===== src/rtl/axi_rs_chain.sv =====
// axi_rs_chain: cascade of valid/ready register slices.
//   MODE 0 = combinational pass-through, 1 = forward (registered valid/data),
//   2 = backward (registered ready via skid), 3 = full (forward then backward).
// Ports:
//   clk, rst            : clock, asynchronous active-high reset
//   m_data/m_valid/m_ready : upstream beat interface (m_ready is an output)
//   s_data/s_valid/s_ready : downstream beat interface (s_ready is an input)
//   occ                 : number of beats currently held in slice registers
//   idle                : occ == 0 and no upstream beat offered

// One slice stage; MODE selects which halves exist (1..3 only).
module axi_rs_stage #(
  parameter int DW   = 64,
  parameter int MODE = 3
) (
  input  logic          clk,
  input  logic          rst,
  input  logic [DW-1:0] in_data,
  input  logic          in_valid,
  output logic          in_ready,
  output logic [DW-1:0] out_data,
  output logic          out_valid,
  input  logic          out_ready,
  output logic [1:0]    occ
);
  localparam bit HAS_FWD = (MODE == 1) || (MODE == 3);
  localparam bit HAS_BWD = (MODE == 2) || (MODE == 3);

  // Link between the forward half and the backward half.
  logic [DW-1:0] mid_data;
  logic          mid_valid, mid_ready;
  logic          f_occ, b_occ;

  if (HAS_FWD) begin : g_fwd
    logic          fv;
    logic [DW-1:0] fd;
    always_ff @(posedge clk or posedge rst) begin
      if (rst) begin
        fv <= 1'b0;
        fd <= '0;
      end else if (in_ready) begin
        fv <= in_valid;
        if (in_valid) fd <= in_data;
      end
    end
    assign in_ready  = ~fv | mid_ready;
    assign mid_valid = fv;
    assign mid_data  = fd;
    assign f_occ     = fv;
  end else begin : g_nofwd
    assign in_ready  = mid_ready;
    assign mid_valid = in_valid;
    assign mid_data  = in_data;
    assign f_occ     = 1'b0;
  end

  if (HAS_BWD) begin : g_bwd
    logic          sv;
    logic [DW-1:0] sd;
    // Skid fills only when a beat is accepted but cannot leave; while full,
    // upstream ready is low so fill and drain never coincide.
    always_ff @(posedge clk or posedge rst) begin
      if (rst) begin
        sv <= 1'b0;
        sd <= '0;
      end else if (sv && out_ready) begin
        sv <= 1'b0;
      end else if (mid_valid && !sv && !out_ready) begin
        sv <= 1'b1;
        sd <= mid_data;
      end
    end
    assign mid_ready = ~sv;
    assign out_valid = mid_valid | sv;
    assign out_data  = sv ? sd : mid_data;
    assign b_occ     = sv;
  end else begin : g_nobwd
    assign mid_ready = out_ready;
    assign out_valid = mid_valid;
    assign out_data  = mid_data;
    assign b_occ     = 1'b0;
  end

  assign occ = {1'b0, f_occ} + {1'b0, b_occ};
endmodule

module axi_rs_chain #(
  parameter int DW     = 64,
  parameter int STAGES = 1,
  parameter int MODE   = 3
) (
  input  logic          clk,
  input  logic          rst,
  input  logic [DW-1:0] m_data,
  input  logic          m_valid,
  output logic          m_ready,
  output logic [DW-1:0] s_data,
  output logic          s_valid,
  input  logic          s_ready,
  output logic [4:0]    occ,
  output logic          idle
);
  if (MODE == 0) begin : g_pass
    assign s_data  = m_data;
    assign s_valid = m_valid;
    assign m_ready = s_ready;
    assign occ     = 5'd0;
    logic unused_clk_rst;
    assign unused_clk_rst = clk ^ rst;
  end else begin : g_chain
    logic [STAGES-1:0][1:0] st_occ;
    logic [4:0]             occ_sum;

    // Per-stage link signals live in each generate block so the valid and
    // ready chains are separate nets rather than one self-referencing vector.
    for (genvar i = 0; i < STAGES; i++) begin : g_st
      logic [DW-1:0] id, od;
      logic          iv, ir, ov, orr;
      logic [1:0]    so;
      if (i == 0) begin : g_head
        assign id = m_data;
        assign iv = m_valid;
      end else begin : g_link
        assign id = g_st[i-1].od;
        assign iv = g_st[i-1].ov;
      end
      if (i == STAGES-1) begin : g_tail
        assign orr = s_ready;
      end else begin : g_next
        assign orr = g_st[i+1].ir;
      end
      axi_rs_stage #(.DW(DW), .MODE(MODE)) u_stage (
        .clk      (clk),
        .rst      (rst),
        .in_data  (id),
        .in_valid (iv),
        .in_ready (ir),
        .out_data (od),
        .out_valid(ov),
        .out_ready(orr),
        .occ      (so)
      );
      assign st_occ[i] = so;
    end

    assign m_ready = g_st[0].ir;
    assign s_data  = g_st[STAGES-1].od;
    assign s_valid = g_st[STAGES-1].ov;

    always_comb begin
      occ_sum = '0;
      for (int i = 0; i < STAGES; i++) occ_sum = occ_sum + 5'(st_occ[i]);
    end
    assign occ = occ_sum;
  end

  assign idle = (occ == 5'd0) & ~m_valid;
endmodule


===== config.mk =====
export PLATFORM = sky130hd
export DESIGN_NAME = axi_rs_chain
export DESIGN_NICKNAME = d
export VERILOG_FILES = /design/src/rtl/axi_rs_chain.sv
export SDC_FILE = /design/constraint.sdc
export NUM_CORES = 1
export LEC_CHECK = 0
export ABC_AREA = 0
export ABC_CLOCK_PERIOD_IN_PS = 5100
export BUFFER_PORTS_ARGS = -buffer_cell sky130_fd_sc_hd__buf_2
export CELL_PAD_IN_SITES_DETAIL_PLACEMENT = 1
export CELL_PAD_IN_SITES_GLOBAL_PLACEMENT = 2
export CORE_MARGIN = 2
export CORE_UTILIZATION = 35
export CTS_CLUSTER_SIZE = 28
export DETAILED_ROUTE_END_ITERATION = 6
export PLACE_DENSITY = 0.75
export SYNTH_ARGS = -nofsm -noshare
export SYNTH_HDL_FRONTEND = slang
export SYNTH_SLANG_ARGS = --single-unit

===== constraint.sdc =====
create_clock -name clk -period 5.1 [get_ports clk]
set_input_delay 0.255 -clock clk [delete_from_list [all_inputs] [get_ports clk]]
set_output_delay 0.255 -clock clk [all_outputs]
set_load 0.05 [all_outputs]

# Word-level counts from Yosys, hierarchy flattened
# Index checks and enable logic that the tools add are counted.
# word_totals
latchBits	0
memories	0
ff_bits	130
in_bits	68
mem_bits_rw	0
rom_bits	0
# op_classes
reduce_logical	9
magnitude_cmp	0
mux	3
addsub	1
shifts	0
n_div	0
eq_ne	0
bitwise_logic	7
n_mul	0
# op_table
cell	n
$mux 64	1
$logic_not 5->1	1
$not 1->1	4
$reduce_and 2->1	2
$logic_and 1x1->1	3
$add 1x1->2	1
$logic_not 1->1	2
$mux 1	2
$or 1x1->1	2
$reduce_bool 2->1	1
$and 1x1->1	1

# Longest topological paths before layout
# Gate-level depths: netlist of the first run.
# depth
ltp_word	5
depth_mapped	8
ltp_nobuf	4

# By module
# Synthesis of the first run repeated with hierarchy kept, for this count alone.
# unflattened
hier_cells	361
area_unflattened_um2	6251.0
# modules_own_cells
mod	n_inst	cells_per_inst	area_per_inst_um2
axi_rs_stage	1	356	6214.7
axi_rs_chain	1	5	36.3

# Worst setup path after synthesis of the first run
# OpenSTA, ideal clock, no wires.
# synth_timing
path_kind	flip-flop to output port
start	reg g_chain.g_st[0].u_stage.g_bwd.sv
end	out idle
path_stages_with_launch	6
required_time_ns	4.845
slack_ns	3.180
arrival_time_ns	1.665
cell_sequence	dfrtp_1 > buf_2 > buf_4 > inv_1 > ha_1 > nor2b_1
# synth_between
elab_chain_cells	3
# synth_lines
item	line	text
start: declaration	58	logic sv;
start signal: assignment	64	sv <= 1'b0;
start signal: assignment	67	sv <= 1'b0;
start signal: assignment	69	sv <= 1'b1;
$add 1x1->2	84	assign occ = {1'b0, f_occ} + {1'b0, b_occ};
$logic_not 5->1	157	assign idle = (occ == 5'd0) & ~m_valid;
$and 1x1->1	157	
end: declaration	101	output logic idle
# Every way passes these cells.

# Final worst setup path of the first run
# layout_timing
start	reg g_chain.g_st[0].u_stage.g_bwd.sv
end	reg g_chain.g_st[0].u_stage.g_bwd.sd[35]
# layout_between
elab_chain_cells	4
elab_cells_between_ends	6
# layout_lines
item	line	text
$logic_not 1->1	68	end else if (mid_valid && !sv && !out_ready) begin
$logic_and 1x1->1 (2 in series)	68	
$reduce_and 2->1 (no source line) (*)	--	
end signal: assignment	70	sd <= mid_data;
end: declaration	59	logic [DW-1:0] sd;
# Every way passes the cells marked *; elsewhere a longest branch is shown, timed or not.
# A chain may end at the register's enable or synchronous reset.

==> flow_summary.ini, run 1 <==
[global_route]
first_pass_grt_wire_length_um = 20800
grt_max_degree = 57
busiest_layer = met2
grt_usage_pct = 14.7
grt_util_met1_pct = 19.2
vias_in_the_first_global_route = 3871
groute.layer.met2.usage_pct = 23.5
met3_usage_pct = 3.38
antenna_violations_before_repair = 0
overflow_left_after_global_routing = 0

[die]
fp.coreArea_mm2 = 0.0173
dieArea_mm2 = 0.0188
io_pins = 140
die_w_um = 137
core.rowCount = 48
dieHeight_um = 137
start_util_pct = 35.9

[hold_path]
hold_path.class = input port to register
hold_start = s_ready

[setup_path]
path_buf_inv = 2
timing.critical_path.slowest_cell_delay_ns = 0.71
timing.critical_path.fanout_max = 38
critPathRequiredTime_ns = 5.40
critical_path_end_type = register
cp_top_family = buffers and inverters
path_cells = inv_1 -> ha_1 -> nand2b_4 -> buf_4 -> mux2_2
worstSetupStartpoint = g_chain.g_st[0].u_stage.b_occ$_DFFE_PP0P_
setup.worst_path.class = register to register
critical_path.slowest_cell = sky130_fd_sc_hd__dfrtp_2
r2r_start = g_chain.g_st[0].u_stage.b_occ$_DFFE_PP0P_
start_kind = register
worstPathArrival_ns = 3.18

[placement]
dp_cells = 708
placedInstanceArea_mm2 = 0.00698
place_worst_setup_slack_ns = 2.16
routabilityCongestion = 0.693
port_buffers = 136
hpwl_after_detailed_placement_um = 8470

[clock_tree]
clk-insertion-delay-late_ns = 0.41
cts_max_path_buffers = 2
cts_tree = done
ctsResizeCount = 0
clockRootBuffer = sky130_fd_sc_hd__clkbuf_16
clock_sinks = 130
cts_max_level = 4
ctsHoldBuffers = 1
post_cts_buffers = 0
numCtsBuffers = 17
path_clk_slew_ns = 0.05

[timing]
relative_slew_margins_pct = 34.7
grt_setup_unrepaired = no
fmaxAchievable_ghz = 0.347
drv_slew = 0
worst_pin_slew_ns = 0.978
post-route-period-util_pct = 56.6
hold_viol = 0
timing.setup.tns_ns = 0
timing.final.ws_setup_ns = 2.21
final_setup_violation_count = 0
final.setup_skew_ns = 0.0101
timing.final.crit_period_ns = 2.89

[power_and_ir_drop]
overall_power_mw = 4.02
power-per-cell-area_mw_per_mm2 = 529
peak_supply_drop_mv = 0.235
leakagePower_nw = 3.75

[route]
detail_route.wirelength_um = 12900
routedWlPerCell_um = 17.4
first_pass_iters = 4
ant_nets = 0
vias_per_cell = 4.59
detail_route.drc_violations = 0
drtIter0Drc = 72
route.vias.total = 3398

[yosys]
post_synth_num_cell_types = 15
synth-seq-area-share_pct = 52.4
syn-instance-count = 362
ys.warnings.count = 0
avgSynthCellArea_um2 = 17.2
synth_area_mm2 = 0.00621
postSynthRegisterBits = 130

[layout]
finalInstanceArea_mm2 = 0.00760
final_common_cell = sky130_fd_sc_hd__buf_2
num_antenna_cells = 0
areaGrowthSynthToFinish_pct = 22.3
share_of_layout_cells_above_drive_strength_1_pct = 71.5
fin_cells = 741
final_net_count = 575
layout.cells.most_common_list = sky130_fd_sc_hd__buf_2, sky130_fd_sc_hd__dfrtp_1, sky130_fd_sc_hd__mux2_4

[outcome]
status = complete, no violations

[job]
cap_violations = 0
cells by family after synthesis:
group,Yosys count,share of synthesized area [%]
buffers and inverters,29,4.71
multiplexers,192,41.4
AND/OR/NAND/NOR,5,0.544
AO/OA/AOI/OAI,1,0.121
flip-flops,130,52.4
other,1,0.0604
adder cells (fa/ha/maj),4,0.806
metal layers:
metal	vias to the layer above	routed length [um]
met3	18	497
met5	-	0
met2	83	6200
met4	0	229
li1	1558	-
met1	1739	5950
power by group:
group	leakage (nW)	total, mW	switching, mW	internal (mW)
clock	0.300	1.25	0.444	0.804
combinational	1.93	1.31	0.739	0.572
sequential	1.52	1.46	0.168	1.29
total	3.75	4.02	1.35	2.67
sequential cells by signal, summed over array words and instances (netlist names):
signal,flops
g_chain.g_st.u_stage.f_occ,1
g_chain.g_st.u_stage.b_occ,1
g_chain.g_st.u_stage.g_fwd.fd,64
g_chain.g_st.u_stage.g_bwd.sd,64
area by class of cell:
type | instances | area (um2)
Sequential cell | 130 | 3250
Multi-Input combinational cell | 205 | 2680
Tap cell | 225 | 282
Clock buffer | 22 | 474
Inverter | 5 | 21.3
Timing Repair Buffer | 144 | 756
Fill cell | 1768 | 9700
Clock inverter | 10 | 131
metrics by stage:
stage                     util [%]  hold WS (ns)
after floorplan                  -         0.321
after global placement        40.4         0.212
after detailed placement      40.4         0.217
after CTS                     43.9        0.0239
after global routing          43.9        0.0441
final                         43.9        0.0518
synth_stat cells:
cell type | number | area (um2)
sky130_fd_sc_hd__mux2_4 | 109 | 1640
sky130_fd_sc_hd__buf_6 | 7 | 78.8
sky130_fd_sc_hd__nand2b_1 | 1 | 6.26
sky130_fd_sc_hd__conb_1 | 1 | 3.75
sky130_fd_sc_hd__dfrtp_1 | 130 | 3250
sky130_fd_sc_hd__nor2_1 | 2 | 7.51
sky130_fd_sc_hd__mux2_2 | 83 | 935
sky130_fd_sc_hd__inv_1 | 5 | 18.8
sky130_fd_sc_hd__buf_2 | 3 | 15.0
sky130_fd_sc_hd__a21o_1 | 1 | 7.51
sky130_fd_sc_hd__ha_1 | 4 | 50.1
sky130_fd_sc_hd__buf_4 | 8 | 60.1
sky130_fd_sc_hd__nor2b_4 | 1 | 13.8
sky130_fd_sc_hd__nor2b_1 | 1 | 6.26
sky130_fd_sc_hd__buf_12 | 6 | 120
path summary, 6_finish.rpt:
path	end	slack [ns]	cells past startpoint
min in group asynchronous	g_chain.g_st[0].u_stage.g_fwd.fd[22]$_DFFE_PP0P_	0.33	3
max in group asynchronous	g_chain.g_st[0].u_stage.b_occ$_DFFE_PP0P_	3.73	4
hold reg to reg	g_chain.g_st[0].u_stage.g_bwd.sd[49]$_DFFE_PP0P_	0.51	1
setup reg to reg	g_chain.g_st[0].u_stage.g_bwd.sd[35]$_DFFE_PP0P_	2.21	5
hold / removal	g_chain.g_st[0].u_stage.b_occ$_DFFE_PP0P_	0.05	2
setup / recovery	g_chain.g_st[0].u_stage.g_bwd.sd[35]$_DFFE_PP0P_	2.21	5
(Power assumes the default switching activity.)
==> inputs of run 2 (changes only) <==
--- a/config.mk
+++ b/config.mk
@@ -6,7 +6,7 @@
 export NUM_CORES = 1
 export LEC_CHECK = 0
 export ABC_AREA = 0
-export ABC_CLOCK_PERIOD_IN_PS = 5100
+export ABC_CLOCK_PERIOD_IN_PS = 2500
 export BUFFER_PORTS_ARGS = -buffer_cell sky130_fd_sc_hd__buf_2
 export CELL_PAD_IN_SITES_DETAIL_PLACEMENT = 1
 export CELL_PAD_IN_SITES_GLOBAL_PLACEMENT = 2
@@ -14,7 +14,7 @@
 export CORE_UTILIZATION = 35
 export CTS_CLUSTER_SIZE = 28
 export DETAILED_ROUTE_END_ITERATION = 6
-export PLACE_DENSITY = 0.75
+export PLACE_DENSITY = 0.77
 export SYNTH_ARGS = -nofsm -noshare
 export SYNTH_HDL_FRONTEND = slang
 export SYNTH_SLANG_ARGS = --single-unit
==> constraint.sdc (replaced) <==
create_clock -name clk -period 2.5 [get_ports clk]
set_input_delay 0.125 -clock clk [delete_from_list [all_inputs] [get_ports clk]]
set_output_delay 0.125 -clock clk [all_outputs]
set_load 0.05 [all_outputs]
==> run 2 against run 1 <==
Cell area is 8.1% higher. Via count increased by 8.8%. Die area is the same. Sequential power up 100%. Wire length grew 7.3%. Clock skew is 0.0031 ns lower. Setup slack worse by 1.9 ns. Total power increased by 97%. Clock power grew 72%. Register-to-register slack worse by 1.7 ns. Largest power group unchanged. Highest routed layer unchanged.
==> flow_summary.ini, run 2 (synthesis gave the netlist of run 1 again) <==
[outcome]
status = complete, no violations

[die]
io_pins = 140
core.rowCount = 48
die_w_um = 137
dieHeight_um = 137
fp.coreArea_mm2 = 0.0173
dieArea_mm2 = 0.0188
start_util_pct = 35.9

[timing]
timing.setup.tns_ns = 0
final.setup_skew_ns = 0.00700
timing.final.crit_period_ns = 2.23
final_setup_violation_count = 0
post-route-period-util_pct = 89.3
fmaxAchievable_ghz = 0.448
grt_setup_unrepaired = no
hold_viol = 0
relative_slew_margins_pct = 59.2
worst_pin_slew_ns = 0.612
drv_slew = 0

[hold_path]
hold_start = m_valid
hold_path.class = input port to register

[global_route]
overflow_left_after_global_routing = 0
first_pass_grt_wire_length_um = 22200
vias_in_the_first_global_route = 4188
antenna_violations_before_repair = 0
grt_max_degree = 83
grt_usage_pct = 15.4

[clock_tree]
clk-insertion-delay-late_ns = 0.41
clockRootBuffer = sky130_fd_sc_hd__clkbuf_16
clock_sinks = 130
post_cts_buffers = 0
cts_tree = done
cts_max_path_buffers = 2
path_clk_slew_ns = 0.05
cts_max_level = 4
numCtsBuffers = 17

[layout]
finalInstanceArea_mm2 = 0.00822
final_common_cell = sky130_fd_sc_hd__buf_2
fin_cells = 804
fillerInstances = 1747
layout.cells.most_common_list = sky130_fd_sc_hd__buf_2, sky130_fd_sc_hd__dfrtp_1, sky130_fd_sc_hd__mux2_4
share_of_layout_cells_above_drive_strength_1_pct = 63.2
num_antenna_cells = 0
reg.largest.list = g_chain.g_st.u_stage.g_bwd.sd (64), g_chain.g_st.u_stage.g_fwd.fd (64)
final_net_count = 642
areaGrowthSynthToFinish_pct = 32.2

[setup_path]
setup.worst_path.class = register to primary output
path_cells = buf_6 -> mux2_2 -> buf_2
cp_top_family = buffers and inverters
start_kind = register
path_buf_inv = 2
critical_path.slowest_cell = sky130_fd_sc_hd__buf_6
worstPathArrival_ns = 2.11
critical_path_end_type = primary output
worstSetupStartpoint = g_chain.g_st[0].u_stage.b_occ$_DFFE_PP0P_
timing.critical_path.slowest_cell_delay_ns = 0.53
critPathRequiredTime_ns = 2.38
timing.critical_path.fanout_max = 57
r2r_start = g_chain.g_st[0].u_stage.b_occ$_DFFE_PP0P_

[placement]
port_buffers = 136
placedInstanceArea_mm2 = 0.00705
dp_cells = 710
routabilityCongestion = 0.689
hpwl_after_detailed_placement_um = 8640

[route]
route.vias.total = 3696
vias_per_cell = 4.60
routedWlPerCell_um = 17.2
drtIter0Drc = 115
detail_route.drc_violations = 0
detail_route.wirelength_um = 13800
first_pass_iters = 4
ant_nets = 0

[power_and_ir_drop]
peak_supply_drop_mv = 0.481
leakagePower_nw = 4.00
power-per-cell-area_mw_per_mm2 = 964
overall_power_mw = 7.92

[job]
cap_violations = 0
-- run 2: changes by cell type in the layout (fill, tap and decap cells not counted), moves of 3 or more --
| cell | change |
|---|---|
| sky130_fd_sc_hd__buf_4 | -3 |
| sky130_fd_sc_hd__bufinv_16 | -3 |
| sky130_fd_sc_hd__buf_12 | +4 |
| sky130_fd_sc_hd__dlygate4sd3_1 | +65 |
-- run 2: final timing paths --
check                                                              endpoint  slack, ns  cells past startpoint
max                                                              s_data[26]       0.27                      3
min                               g_chain.g_st[0].u_stage.f_occ$_DFFE_PP0N_       0.37                      4
max reg2reg                g_chain.g_st[0].u_stage.g_bwd.sd[21]$_DFFE_PP0P_       0.53                      5
min reg2reg                g_chain.g_st[0].u_stage.g_bwd.sd[33]$_DFFE_PP0P_       0.50                      1
max in group asynchronous         g_chain.g_st[0].u_stage.b_occ$_DFFE_PP0P_       1.67                      4
min in group asynchronous  g_chain.g_st[0].u_stage.g_bwd.sd[21]$_DFFE_PP0P_       0.39                      4
-- run 2: final cells by class --
type | instances | area [um2] | share of cell area [%]
repair buffers | 211 | 1480 | 18.0
clock inverters | 6 | 36.3 | 0.442
flip-flops and latches | 130 | 3250 | 39.6
inverters | 5 | 22.5 | 0.274
well taps | 225 | 282 | 3.43
multi-input cells | 205 | 2680 | 32.6
clock buffers | 22 | 464 | 5.65
-- run 2: where the power goes --
group / switching, mW / internal [mW]
Sequential: 0.345 / 2.64
Clock: 0.857 / 1.29
Combinational: 1.55 / 1.24
-- run 2: routing by layer --
metal | vias up | share of wire [%] | global-route usage, %
met3 | 14 | 3.4 | 3.05
met5 | - | 0 | 0
met1 | 1907 | 46 | 19.5
li1 | 1691 | - | -
met2 | 84 | 50 | 26.0
met4 | 0 | 1.5 | 6.07
-- run 2: worst register-to-register path, stage by stage, from the launching register on --
cell	delay, ns
sky130_fd_sc_hd__dfrtp_2	0.50
sky130_fd_sc_hd__inv_1	0.13
sky130_fd_sc_hd__ha_1	0.26
sky130_fd_sc_hd__nand2b_4	0.34
sky130_fd_sc_hd__buf_4	0.30
sky130_fd_sc_hd__mux2_4	0.32
-- run 2: repair_timing --
| item | CTS | global route |
|---|---|---|
| hold buffers | 66 | 0 |
| gates resized for setup | 0 | 1 |
| endpoints found under the setup margin | 0 | 54 |
| endpoints found under the hold margin | 195 | 0 |
-- run 2: metrics by stage --
stage	util (%)	hold slack (ns)	worst slack, ns
floorplan	-	0.191	0.673
global placement	40.8	0.243	0.508
detailed placement	40.8	0.252	0.487
CTS	47.5	0.362	0.0310
global route	47.5	0.395	0.168
finish	47.5	0.372	0.268
